===== src/rtl/ps2_pkg.sv =====
// Shared types and constants for the PS/2 host transmitter and receiver.
package ps2_pkg;

   typedef enum logic [2:0] {
      IDLE,
      INHIBIT,
      REQUEST,
      SHIFT,
      ACK,
      WAITIDLE
   } ps2_state_t;

   localparam logic [3:0] PARITY_BIT = 4'd8;
   localparam logic [3:0] STOP_BIT   = 4'd9;
   localparam logic [1:0] RETRY_MAX  = 2'd2;

   function automatic logic odd_parity(input logic [7:0] d);
      return ~^d;
   endfunction

endpackage


===== src/rtl/ps2_line_filter.sv =====
// PS/2 line conditioner: 2-FF synchronizer, glitch filter, falling-edge pulse.
module ps2_line_filter #(
   parameter int FILTER_LEN = 8
) (
   input  logic clock,
   input  logic reset,
   input  logic raw,
   output logic filt,
   output logic fall
);

   localparam int CW = (FILTER_LEN > 1) ? $clog2(FILTER_LEN) : 1;
   localparam logic [CW-1:0] LAST = CW'(FILTER_LEN - 1);

   logic          s1;
   logic          s2;
   logic [CW-1:0] cnt;

   // idle PS/2 lines are pulled high, so reset to 1
   always_ff @(posedge clock) begin
      if (reset) begin
         s1   <= 1'b1;
         s2   <= 1'b1;
         filt <= 1'b1;
         cnt  <= '0;
         fall <= 1'b0;
      end else begin
         s1   <= raw;
         s2   <= s1;
         fall <= 1'b0;
         if (s2 == filt) begin
            cnt <= '0;
         end else if (cnt == LAST) begin
            cnt  <= '0;
            filt <= s2;
            fall <= filt;
         end else begin
            cnt <= cnt + 1'b1;
         end
      end
   end

endmodule


===== src/rtl/ps2_host_tx.sv =====
// PS/2 host-to-device command transmitter (open-drain via output enables).
// Define PS2_TX_RESEND_EN to retry a failed frame up to RETRY_MAX times.
module ps2_host_tx
   import ps2_pkg::*;
#(
   parameter int INHIBIT_CYCLES = 7000,
   parameter int TIMEOUT_CYCLES = 1050000,
   parameter int FILTER_LEN     = 8
) (
   input  logic       clock,
   input  logic       reset,
   input  logic [7:0] data,
   input  logic       valid,
   output logic       busy,
   output logic       done,
   output logic       error,
   input  logic       ps2ClkIn,
   input  logic       ps2DatIn,
   output logic       ps2ClkOe,
   output logic       ps2DatOe
);

   localparam int IW = $clog2(INHIBIT_CYCLES + 1);
   localparam int TW = $clog2(TIMEOUT_CYCLES + 1);
   localparam logic [IW-1:0] INH_LAST = IW'(INHIBIT_CYCLES - 1);
   localparam logic [TW-1:0] TMO_LAST = TW'(TIMEOUT_CYCLES - 1);

   ps2_state_t    state;
   logic [7:0]    shreg;
   logic          par;
   logic [3:0]    bitCnt;
   logic [IW-1:0] icnt;
   logic [TW-1:0] tcnt;
   logic          clk_f;
   logic          clk_fall;
   logic          dat_f;
   logic          dat_fall_unused;
   logic          wire_phase;
   logic          timeout;
   logic          nack;
   logic          fail;
`ifdef PS2_TX_RESEND_EN
   logic [1:0]    retry;
`endif

   ps2_line_filter #(.FILTER_LEN(FILTER_LEN)) u_clk (
      .clock (clock),
      .reset (reset),
      .raw   (ps2ClkIn),
      .filt  (clk_f),
      .fall  (clk_fall)
   );

   ps2_line_filter #(.FILTER_LEN(FILTER_LEN)) u_dat (
      .clock (clock),
      .reset (reset),
      .raw   (ps2DatIn),
      .filt  (dat_f),
      .fall  (dat_fall_unused)
   );

   assign wire_phase = (state == SHIFT) || (state == ACK) ||
                       (state == WAITIDLE);
   assign timeout = wire_phase && (tcnt == TMO_LAST);
   assign nack    = (state == ACK) && clk_fall && dat_f;
   assign fail    = timeout || nack;

   always_ff @(posedge clock) begin
      if (reset) begin
         state    <= IDLE;
         busy     <= 1'b0;
         done     <= 1'b0;
         error    <= 1'b0;
         ps2ClkOe <= 1'b0;
         ps2DatOe <= 1'b0;
         shreg    <= '0;
         par      <= 1'b0;
         bitCnt   <= '0;
         icnt     <= '0;
         tcnt     <= '0;
`ifdef PS2_TX_RESEND_EN
         retry    <= '0;
`endif
      end else begin
         done  <= 1'b0;
         error <= 1'b0;
         // zero on entry to REQUEST and on every device clock edge
         if (state == IDLE || state == INHIBIT || clk_fall)
            tcnt <= '0;
         else
            tcnt <= tcnt + 1'b1;

         unique case (state)
            IDLE: begin
               if (valid) begin
                  shreg    <= data;
                  par      <= odd_parity(data);
                  busy     <= 1'b1;
                  ps2ClkOe <= 1'b1;
                  icnt     <= '0;
`ifdef PS2_TX_RESEND_EN
                  retry    <= '0;
`endif
                  state    <= INHIBIT;
               end
            end
            INHIBIT: begin
               if (icnt == INH_LAST) begin
                  ps2DatOe <= 1'b1;
                  state    <= REQUEST;
               end else begin
                  icnt <= icnt + 1'b1;
               end
            end
            REQUEST: begin
               ps2ClkOe <= 1'b0;
               bitCnt   <= '0;
               state    <= SHIFT;
            end
            SHIFT: begin
               if (clk_fall) begin
                  bitCnt <= bitCnt + 1'b1;
                  if (bitCnt == STOP_BIT) begin
                     ps2DatOe <= 1'b0;
                     state    <= ACK;
                  end else if (bitCnt == PARITY_BIT) begin
                     ps2DatOe <= ~par;
                  end else begin
                     ps2DatOe <= ~shreg[bitCnt[2:0]];
                  end
               end
            end
            ACK: begin
               if (clk_fall && !dat_f)
                  state <= WAITIDLE;
            end
            WAITIDLE: begin
               if (clk_f && dat_f) begin
                  done  <= 1'b1;
                  busy  <= 1'b0;
                  state <= IDLE;
               end
            end
            default: state <= IDLE;
         endcase

         if (fail) begin
            ps2ClkOe <= 1'b0;
            ps2DatOe <= 1'b0;
`ifdef PS2_TX_RESEND_EN
            if (retry < RETRY_MAX) begin
               retry    <= retry + 1'b1;
               ps2ClkOe <= 1'b1;
               icnt     <= '0;
               state    <= INHIBIT;
            end else begin
               error <= 1'b1;
               busy  <= 1'b0;
               state <= IDLE;
            end
`else
            error <= 1'b1;
            busy  <= 1'b0;
            state <= IDLE;
`endif
         end
      end
   end

endmodule


===== config.mk =====
export PLATFORM = sky130hd
export DESIGN_NAME = ps2_host_tx
export DESIGN_NICKNAME = d
export VERILOG_FILES = /design/src/rtl/ps2_pkg.sv /design/src/rtl/ps2_line_filter.sv /design/src/rtl/ps2_host_tx.sv
export SDC_FILE = /design/constraint.sdc
export NUM_CORES = 1
export LEC_CHECK = 0
export ABC_AREA = 1
export CORE_UTILIZATION = 50
export DETAILED_ROUTE_END_ITERATION = 10
export PLACE_DENSITY = 0.81
export SYNTH_ARGS = -nofsm -noshare
export SYNTH_HDL_FRONTEND = slang
export SYNTH_SLANG_ARGS = --single-unit

===== constraint.sdc =====
create_clock -name clock -period 1.4 [get_ports clock]
set_input_delay 0.14 -clock clock [delete_from_list [all_inputs] [get_ports clock]]
set_output_delay 0.14 -clock clock [all_outputs]
set_load 0.01 [all_outputs]

### Word level (Yosys, flattened, before mapping)

Index checks and enable logic that the tools add are counted.

* add/subtract/negate cells: 5
* order comparisons: 1
* equality and inequality tests: 20
* muxes and demuxes: 25
* bitwise gates (word level): 6
* reduce and logical (&&, ||, !) cells: 33

Operators by type and width (count)
* 13-bit two-way mux: 2
* 13-bit case mux with 2 select lines: 1
* 21-bit by 1-bit adder with 21-bit output (second input constant): 1
* 21-bit == test (second input constant): 1
* 3-bit two-way mux: 6
* 3-bit case mux with 6 select lines: 1
* 13-bit by 1-bit adder with 13-bit output (second input constant): 1
* 13-bit == test (second input constant): 1
* 3-bit == test (second input constant): 4
* 2-bit by 1-bit inequality test with 1-bit output (second input constant): 5
* 2-bit AND reduction: 5
* 2-bit nonzero test: 5
* 1-bit two-way mux: 9
* 3-bit AND reduction: 3
* 3-bit OR reduction: 3
* 4-bit == test (second input constant): 2
* 4-bit case mux with 2 select lines: 1
* 8-bit XNOR reduction: 1
* 3-bit by 1-bit adder with 3-bit output (second input constant): 2
* 3-bit by 2-bit == test with 1-bit output (second input constant): 2
* 1-bit NOT: 6
* 1-bit case mux with 2 select lines: 3
* 6-bit AND reduction: 1
* 2-bit OR reduction: 3
* 11 further kinds: 21

* register bits: 68
* word-level logic and storage cells: 110

### Logic depth before layout (Yosys ltp)

Gate-level depths: netlist of run 1.

* depth in word-level cells: 7
* depth in mapped cells: 10

### Cells and area by module

A second synthesis of run 1 with hierarchy kept.

* cell total of the unflattened synthesis: 509
* area total of the unflattened synthesis: 3495.9 um^2

By module, submodules not included
* ps2_host_tx: times used 1, cells an instance 457, area each 3017.9 um^2, sequential area each 1101.1 um^2
* ps2_line_filter: times used 2, cells an instance 26, area each 239.0 um^2, sequential area each 140.1 um^2

### Worst setup path after synthesis of run 1

No wires, ideal clock.

* path kind: register to register
* start: register tcnt[0]
* end: register tcnt[18]
* setup time: 0.113 ns
* arrival: 1.338 ns
* required time: 1.287 ns
* slack: -0.051 ns
* cell stages (with the launch flop): 9
* buffers on the path: 0
* period minus slack after synthesis: 1.451 ns
* cell sequence: dfxtp_1 ha_1 nand3_2 nor2_4 nand4_1 nor3_1 nand2_1 nand2_1 nor2_1

* cells in the longest elaborated chain, start to end: 1

RTL lines
* start, declared: RTL line ps2_host_tx.sv:33 `logic [TW-1:0] tcnt;`
* start signal, assigned: RTL line ps2_host_tx.sv:91 `tcnt <= tcnt + 1'b1;`
* 21-bit by 1-bit adder with 21-bit output: RTL line ps2_host_tx.sv:91

Every way passes these cells.
A chain may end at the register's enable or synchronous reset.

### Worst setup path in the final report of run 1

* start: register tcnt[0]
* end: register state[0]

* cells in the longest elaborated chain, start to end: 4

RTL lines
* 21-bit == test: RTL line ps2_host_tx.sv:64 `assign timeout = wire_phase && (tcnt == TMO_LAST);`
* 1-bit logical AND: RTL line ps2_host_tx.sv:64
* 1-bit logical OR: RTL line ps2_host_tx.sv:66 `assign fail = timeout || nack;`
* 2-bit OR reduction (no line)
* end signal, assigned: RTL line ps2_host_tx.sv:70 `state <= IDLE;`
* end signal, assigned: RTL line ps2_host_tx.sv:104 `state <= INHIBIT;`
* end signal, assigned: RTL line ps2_host_tx.sv:110 `state <= REQUEST;`
* end, declared: RTL line ps2_host_tx.sv:28 `ps2_state_t state;`

Every way passes these cells.

==> metrics.txt, run 1 <==
status=finished, violations left; violated checks=setup timing; post-layout util=69.1%; fin cells=699; DRC=0; clock sink count=68; Multi-input gate area=2060 um^2; CTS root buffer=clkbuf_8; CP arrival=1.72 ns; via count=3658; post-DR vias/cell=5.23; CTS tree=yes; Crit path largest cell delay=0.36 ns; Inst Count DP=665; fin crit share=105%; number of synthesized register bits=68; GPL Wtd Cong=0.951; CP cell instances=ha_4, nand3_4, nor2_1, o21ai_0, nor2_1, buf_4, nor3_2, nand2_1, nor2_1; Hold Path Class=input port to flip-flop; most frequent cells in the layout=nand2_1 (100), nor2_1 (65), inv_1 (61); MaxCap Viol Count=0; commonest non-fill, non-tap cell in the layout=nand2_1; count of pins over their slew limit=0; Tmin final=1.47 ns; Worst Path Required=1.65 ns; Clk Latency, worst-skew pair=0.36 ns; Antenna Violating Nets Remaining=0; Hold Startpoint=ps2DatIn; fmax=680 MHz; clock transition at the registers of the reported paths=0.08 ns; fin worst setup slack=-0.0697 ns; DR pass1 iterations=8; Tot GR Track Use=24.1%; grt ovf=0; placed cell area=4160 um^2; total CTS buffers=9; Core ar.=6830 um^2; reg2reg start=tcnt[0]; share of layout cells above drive strength 1=27.5%; Mapped Avg Cell Area=6.87 um^2; Syn Nets=538; P&R area growth vs syn=33.3%; Antenna diodes=0; clock skew=0.0118 ns; number of flops mapped to enable cells by yosys=0; area taken by flip-flops and latches=1380 um^2; first-pass GRT wire length=14000 um; Post-CTS Hold Buffers=0; Worst-Margin Slew=0.395 ns; post-synthesis sequential area ratio=38.4%; unique cell type count in the Yosys netlist=30; DIE AREA=7430 um^2; initial core utilization=51.9%; row count=30; Crit Path Class=flip-flop to flip-flop; static leakage=0.00185 uW; Yosys warnings=0; Post-Synthesis Cells=516; ys async rst share=0%; RSZ-0062 raised after global routing=yes; CP max FO=3; IO Count=18; worst vdd rail ir drop=1180 uV; Max clock buf depth=2; vias in the first global route=3301; PwrDens=1350 nW/um^2; Post-Route WL=9100 um; die height=86.2 um; Slowest cell on crit path=dfxtp_2; placed wire-length estimate=5970 um; Top FF cell, synth=dfxtp_1; Worst setup SP type=flip-flop; most frequent CP cell=nor2_1; 1st-iter DRT viols=308; Hold Vio Cnt, Final=0; Port Buffers=17; Critical Path Start=tcnt[0]; Worst slew margin=73.5%; initial antenna violation count=0; # nets final=620; DIE WIDTH=86.2 um; final setup fails=16; Fillers=521; post-DR wirelength/cell=13.0 um; Post-Syn Area=3540 um^2; largest net degree at the start of global routing=20; CP endpoint kind=flip-flop; design area=4720 um^2; H-tree Lvls=3
==> final timing paths <==
check	slack [ns]	depth (start not counted)	end
setup / recovery	-0.07	9	state[0]
hold / removal	0.35	2	u_dat.s1
setup reg to reg	-0.07	9	state[0]
hold reg to reg	0.41	1	u_dat.s2
==> sequential cells by signal (all words and copies together), names as in the netlist, 3 cells and up <==
name       flops
bitCnt         4
icnt          13
shreg          8
state          3
tcnt          21
u_clk.cnt      3
u_dat.cnt      3
==> through the flow <==
step	hold slack, ns	worst slack, ns	total power, uW	TNS (ns)
global placement	0.399	-0.0660	3920	-0.535
detailed placement	0.400	-0.0955	3990	-0.911
finish	0.354	-0.0697	6370	-0.450
floorplan	0.244	0.000477	3370	0
CTS	0.341	-0.0190	6150	-0.0685
global route	0.351	-0.199	6680	-2.57
==> per-layer routing <==
metal / global-route usage, % / up-vias / wire length (um)
met5: 0 / - / 0
met4: 11.5 / 0 / 172
met2: 41.9 / 100 / 4670
li1: - / 1832 / -
met3: 4.95 / 17 / 422
met1: 28.4 / 1709 / 3840
==> cells in the mapped netlist (7+ instances only) <==
cell,number,area [um^2]
a21oi_1,33,165
dfxtp_1,68,1360
ha_1,9,113
inv_1,66,248
nand2_1,108,405
nand3_1,38,190
nand4_1,17,106
nor2_1,75,282
nor2_2,7,43.8
nor3_1,14,70.1
o21ai_0,22,110
xor2_1,8,70.1
==> where the power goes <==
part	internal (uW)	leakage (uW)	switching, uW
logic	843	0.00118	1250
registers	2130	0.000559	139
clock network	1190	0.000116	824
total	4160	0.00185	2210
==> repair_timing <==
action / in CTS / in global routing
pin swaps: 10 / 23
gates cloned: 1 / 1
setup endpoints to repair: 25 / 43
setup buffers: 9 / 7
gates resized for setup: 27 / 40
==> kinds of logic after synthesis <==
| group | share of synthesized area (%) |
|---|---|
| DFF | 38.4 |
| buffers and inverters | 8.97 |
| adders and majority gates | 3.18 |
| AOI/OAI and AO/OA | 10.1 |
| and+or+nand+nor | 35.9 |
| xor gates and xnor gates | 3.46 |
==> cell type report <==
type	instances	area share [%]
multi-input combinational	369	43.6
sequential	68	29.3
timing repair buffer	77	13.4
inverter	72	5.72
clock buffer	9	2.62
clock inverter	7	2.60
tap	96	2.54
timing repair inverter	1	0.159
==> critical path, delay by kind of cell, from the launching register on <==
family                     cells  cell delay, ns
and+or+nand+nor                6            0.59
AOI/OAI and AO/OA              1            0.10
DFF                            1            0.36
adders and majority gates      1            0.15
buffers and inverters          1            0.15
Power figures use the tool's default switching activity.
==> run 2: changes to the inputs <==
Settings changed: CORE_MARGIN from default to 5.
==> run 2 against run 1 <==
The run still ends with setup timing left; hold slack worse by 0.0049 ns; cell count down 1.3%; clock skew is 0.0039 ns lower; power is 2.7% lower; die area grew 19%; first-iteration DRC count down 32%; clock power shrank 2%; register-to-register slack barely moved; global-route usage fell by 4.0 points; combinational power down 5%; critical endpoint is now tcnt[16].
==> metrics.txt, run 2 (same netlist as run 1, synthesis figures left out) <==
violated checks=setup timing; die height=94.2 um; biggest regs=tcnt x21, icnt x13, shreg x8; post-layout util=68.2%; CP arrival=1.77 ns; grt ovf=0; first-pass GRT wire length=14300 um; count of pins over their slew limit=0; DRC=0; Antenna Violating Nets Remaining=0; # nets final=611; vias in the first global route=3361; post-route setup TNS=-0.559 ns; PwrDens=1330 nW/um^2; Clk Latency, worst-skew pair=0.35 ns; critical path's top delay family=simple AND/OR/NAND/NOR gates; Port Buffers=17; clock transition at the registers of the reported paths=0.08 ns; worst vdd rail ir drop=1110 uV; Critical Path End=tcnt[16]; CTS root buffer=clkbuf_8; Crit path largest cell delay=0.44 ns; largest net degree at the start of global routing=20; post-DR vias/cell=5.26; commonest non-fill, non-tap cell in the layout=nand2_1; CP endpoint kind=flip-flop; row count=30; worst path bufs/invs=1; Worst setup SP type=flip-flop; Post-CTS Hold Buffers=0; DIE WIDTH=94.2 um; placed wire-length estimate=6030 um; number of flip-flops under the largest register name=21; Largest Register=tcnt; Core ar.=6830 um^2; Tot GR Track Use=20.1%; CP max FO=5; GPL Wtd Cong=0.909; Worst Path Required=1.68 ns; number of cells on the critical path=7; DIE AREA=8870 um^2; via count=3626; total CTS buffers=9; H-tree Lvls=3; Worst slew margin=81.0%; post-DR wirelength/cell=12.6 um; RSZ-0062 raised after global routing=yes; final setup fails=17; IO Count=18; initial antenna violation count=0; Post-Route WL=8720 um; CTS tree=yes; reg2reg start=tcnt[4]; clock skew=0.00786 ns; Reg2Reg Depth=7; Tmin final=1.48 ns; P&R area growth vs syn=31.4%; Worst R2R End=tcnt[16]; DR pass1 iterations=5; share of layout cells above drive strength 1=25.6%; Critical Path Start=tcnt[4]; CP cell instances=nand2_1, nor2_4, nand4_1, buf_4, nor2_1, nor2_1, nor3_1; initial core utilization=51.9%; Hold Path Class=input port to flip-flop; reg2reg setup slack=-0.08 ns; most frequent CP cell=nor2_1; Antenna diodes=0; Multi-input gate area=2050 um^2; Hold Vio Cnt, Final=0; most frequent cells in the layout=nand2_1 (103), nor2_1 (63), inv_1 (61); fin worst setup slack=-0.0839 ns; MaxCap Viol Count=0; static leakage=0.00183 uW; 1st-iter DRT viols=210; Worst-Margin Slew=0.283 ns; Fillers=549; fin crit share=106%; area taken by flip-flops and latches=1380 um^2; status=finished, violations left; Crit Path Class=flip-flop to flip-flop; Slowest cell on crit path=dfxtp_1; clock sink count=68; fmax=674 MHz; Max clock buf depth=2
-- run 2: how the worst min path moves through the flow --
stage	slack [ns]	cells past startpoint	end	start
finish	0.35	2	u_clk.s1	ps2ClkIn
floorplan	0.24	1	u_clk.s1	ps2ClkIn
CTS	0.33	2	u_clk.s1	ps2ClkIn
detailed placement	0.40	1	u_dat.s2	u_dat.s1
global route	0.35	2	u_dat.s1	ps2DatIn
global placement	0.39	1	u_dat.s2	u_dat.s1
-- run 2: timing repair --
action	4_1_cts	5_1_grt
endpoints found under the setup margin	23	38
pin swaps	9	21
cloned	1	0
buffers inserted	3	4
resized for setup	19	43
-- run 2: cell type report --
type	instances	area share [%]
multi-input combinational	369	44.1
sequential	68	29.6
timing repair buffer	69	12.7
inverter	72	5.86
clock buffer	10	2.74
tap	96	2.58
clock inverter	6	2.39
-- run 2: layer usage --
metal	track usage, %	share of wire [%]	up-vias
met5	0	0	-
met4	7.22	2.3	0
met3	5.69	6.1	30
met2	35.2	51	115
met1	23.2	41	1671
li1	-	-	1810
-- run 2: worst reg2reg max path: stages (launching register included) --
cell and delay [ns]:
dfxtp_1 0.44, nand2_1 0.15, nor2_4 0.14, nand4_1 0.23, buf_4 0.22, nor2_1 0.08
nor2_1 0.05, nor3_1 0.11
-- run 2: report_power, final --
part	total, uW	leakage [uW]	switching, uW	internal, uW
combinational	1990	0.00116	1180	812
clock	1960	0.000117	776	1190
sequential	2240	0.000558	119	2120
total	6200	0.00183	2080	4120
-- run 2: per-stage QoR --
stage          total power, uW  hold slack (ns)  instance area, um^2  setup WS [ns]  std cells
3_3_place_gp              4020            0.392                 4180        -0.0964        666
6_report                  6200            0.349                 4660        -0.0839        690
2_1_floorplan             3370            0.244                 3570       0.000477        516
3_5_place_dp              4060            0.404                 4180         -0.106        666
4_1_cts                   6110            0.334                 4500        -0.0153        686
5_1_grt                   6560            0.348                 4660         -0.183        690
==> run 3: changes to the inputs <==
Settings changed: PLACE_DENSITY 0.81 to 0.78.
Clock period 1.4 ns to 1.51 ns, I/O delays scaled along.
==> run 3 against run 2 <==
Hold slack got worse by 0.0013 ns; die area unchanged; highest routed layer unchanged; sequential share of layout area rose by 1.6 points; the flow now finishes without violations; combinational power decreased by 16%; global-route usage decreased by 0.63 points.
==> metrics.txt, run 3 (same netlist as run 1, synthesis figures left out) <==
fmax=694 MHz; RSZ-0062 raised after global routing=yes; H-tree Lvls=3; total CTS buffers=9; Worst slew margin=77.9%; Reg power frac=37.3%; PwrDens=1280 nW/um^2; Tot GR Track Use=19.5%; Post-CTS Hold Buffers=0; Fillers=599; fin crit share=95.4%; largest net degree at the start of global routing=20; clock skew=0.00744 ns; Worst Path Required=1.75 ns; Internal=3720 uW; initial antenna violation count=0; CTS root buffer=clkbuf_8; placed wire-length estimate=5760 um; Largest Register=tcnt; Hold Path Class=input port to flip-flop; CP arrival=1.68 ns; count of pins over their slew limit=0; post-layout util=64.4%; worst vdd rail ir drop=1260 uV; Core ar.=6830 um^2; CTS tree=yes; Post-Route WL=8470 um; biggest regs=tcnt x21, icnt x13, shreg x8; first-pass GRT wire length=13700 um; DIE AREA=8870 um^2; Tmin final=1.44 ns; # nets final=591; static leakage=0.00167 uW; final setup fails=0; clock sink count=68; met2 Resource Use GR=31.1%; Antenna diodes=0; Net Sw Frac=34.1%; DR pass1 iterations=5; hold_ws=0.348 ns; DIE WIDTH=94.2 um; Hold Vio Cnt, Final=0; post-DR vias/cell=5.21; die height=94.2 um; Max clock buf depth=2; Comb pwr share=29.6%; CP endpoint kind=flip-flop; commonest non-fill, non-tap cell in the layout=nand2_1; clock transition at the registers of the reported paths=0.08 ns; Clk Latency, worst-skew pair=0.36 ns; most frequent cells in the layout=nand2_1 (106), nor2_1 (65), inv_1 (63); Worst-Margin Slew=0.330 ns; 1st-iter DRT viols=189; initial core utilization=51.9%; grt met1 use=25.0%; status=completed; CP max FO=4; via count=3490; Worst setup SP type=flip-flop; Clk network pwr share=33.1%; P&R area growth vs syn=24.2%; number of flip-flops under the largest register name=21; share of layout cells above drive strength 1=19.3%; Port Buffers=17; post-DR wirelength/cell=12.6 um; Crit Path Class=flip-flop to flip-flop; met3 Use GR=3.45%; DRC=0; Antenna Violating Nets Remaining=0; MaxCap Viol Count=0; grt ovf=0; busiest grt layer=met2; GPL Wtd Cong=0.966; Net Sw Power=1920 uW; IO Count=18; vias in the first global route=3140; row count=30
[run 3: what timing repair did]
item	4_1_cts	5_1_grt
pin swaps	0	10
setup buffers	0	6
resized for setup	3	37
setup endpoints to repair	4	37
gates cloned	0	1
[run 3: worst max-delay path: stages, from the launching register on]
cell and delay (ns):
dfxtp_1 0.34, ha_2 0.22, nand3_4 0.11, nor2_2 0.15, o21ai_0 0.10, nor2_1 0.16, nor2_2 0.09, nand2_2 0.10
a21oi_1 0.05
[run 3: layout make-up]
| type | count | area [um^2] | share of cell area [%] |
|---|---|---|---|
| multi-input cells | 369 | 1960 | 44.6 |
| flip-flops and latches | 68 | 1370 | 31.2 |
| repair buffers | 49 | 423 | 9.61 |
| inverters | 72 | 273 | 6.20 |
| clock buffers | 9 | 124 | 2.82 |
| clock inverters | 7 | 123 | 2.79 |
| well taps | 96 | 120 | 2.73 |
[run 3: worst paths after layout]
path / start / end / slack, ns / cells after the start
worst max-delay path: tcnt[0] / ps2ClkOe / 0.07 / 8
worst min-delay path: ps2DatIn / u_dat.s1 / 0.35 / 2
worst min register to register: u_clk.s1 / u_clk.s2 / 0.41 / 1
worst max register to register: tcnt[0] / ps2ClkOe / 0.07 / 8
[run 3: routing by layer]
| metal | part of all wire [%] | wire length, um |
|---|---|---|
| met1 | 44 | 3750 |
| met4 | 2.5 | 209 |
| met5 | 0 | 0 |
| met3 | 6.1 | 513 |
| met2 | 47 | 3990 |
[run 3: stage by stage]
| step | total power [uW] | cell area [um^2] | worst slack [ns] | setup TNS, ns | instances |
|---|---|---|---|---|---|
| 6_report | 5640 | 4400 | 0.0688 | 0 | 670 |
| 3_5_place_dp | 3590 | 3990 | -0.0177 | -0.0236 | 647 |
| 2_1_floorplan | 3120 | 3540 | 0.0595 | 0 | 516 |
| 4_1_cts | 5490 | 4250 | 0.0230 | 0 | 663 |
| 5_1_grt | 5930 | 4400 | -0.0104 | -0.0301 | 670 |
| 3_3_place_gp | 3550 | 3990 | -0.00799 | -0.00799 | 647 |
[run 3: power by group through the flow]
stage,combinational [uW],clock [uW],sequential [uW]
finish,1670,1870,2100
global route,1840,1970,2120
CTS,1530,1900,2060
detailed placement,1490,0,2100
global placement,1450,0,2100
floorplan,1010,0,2100
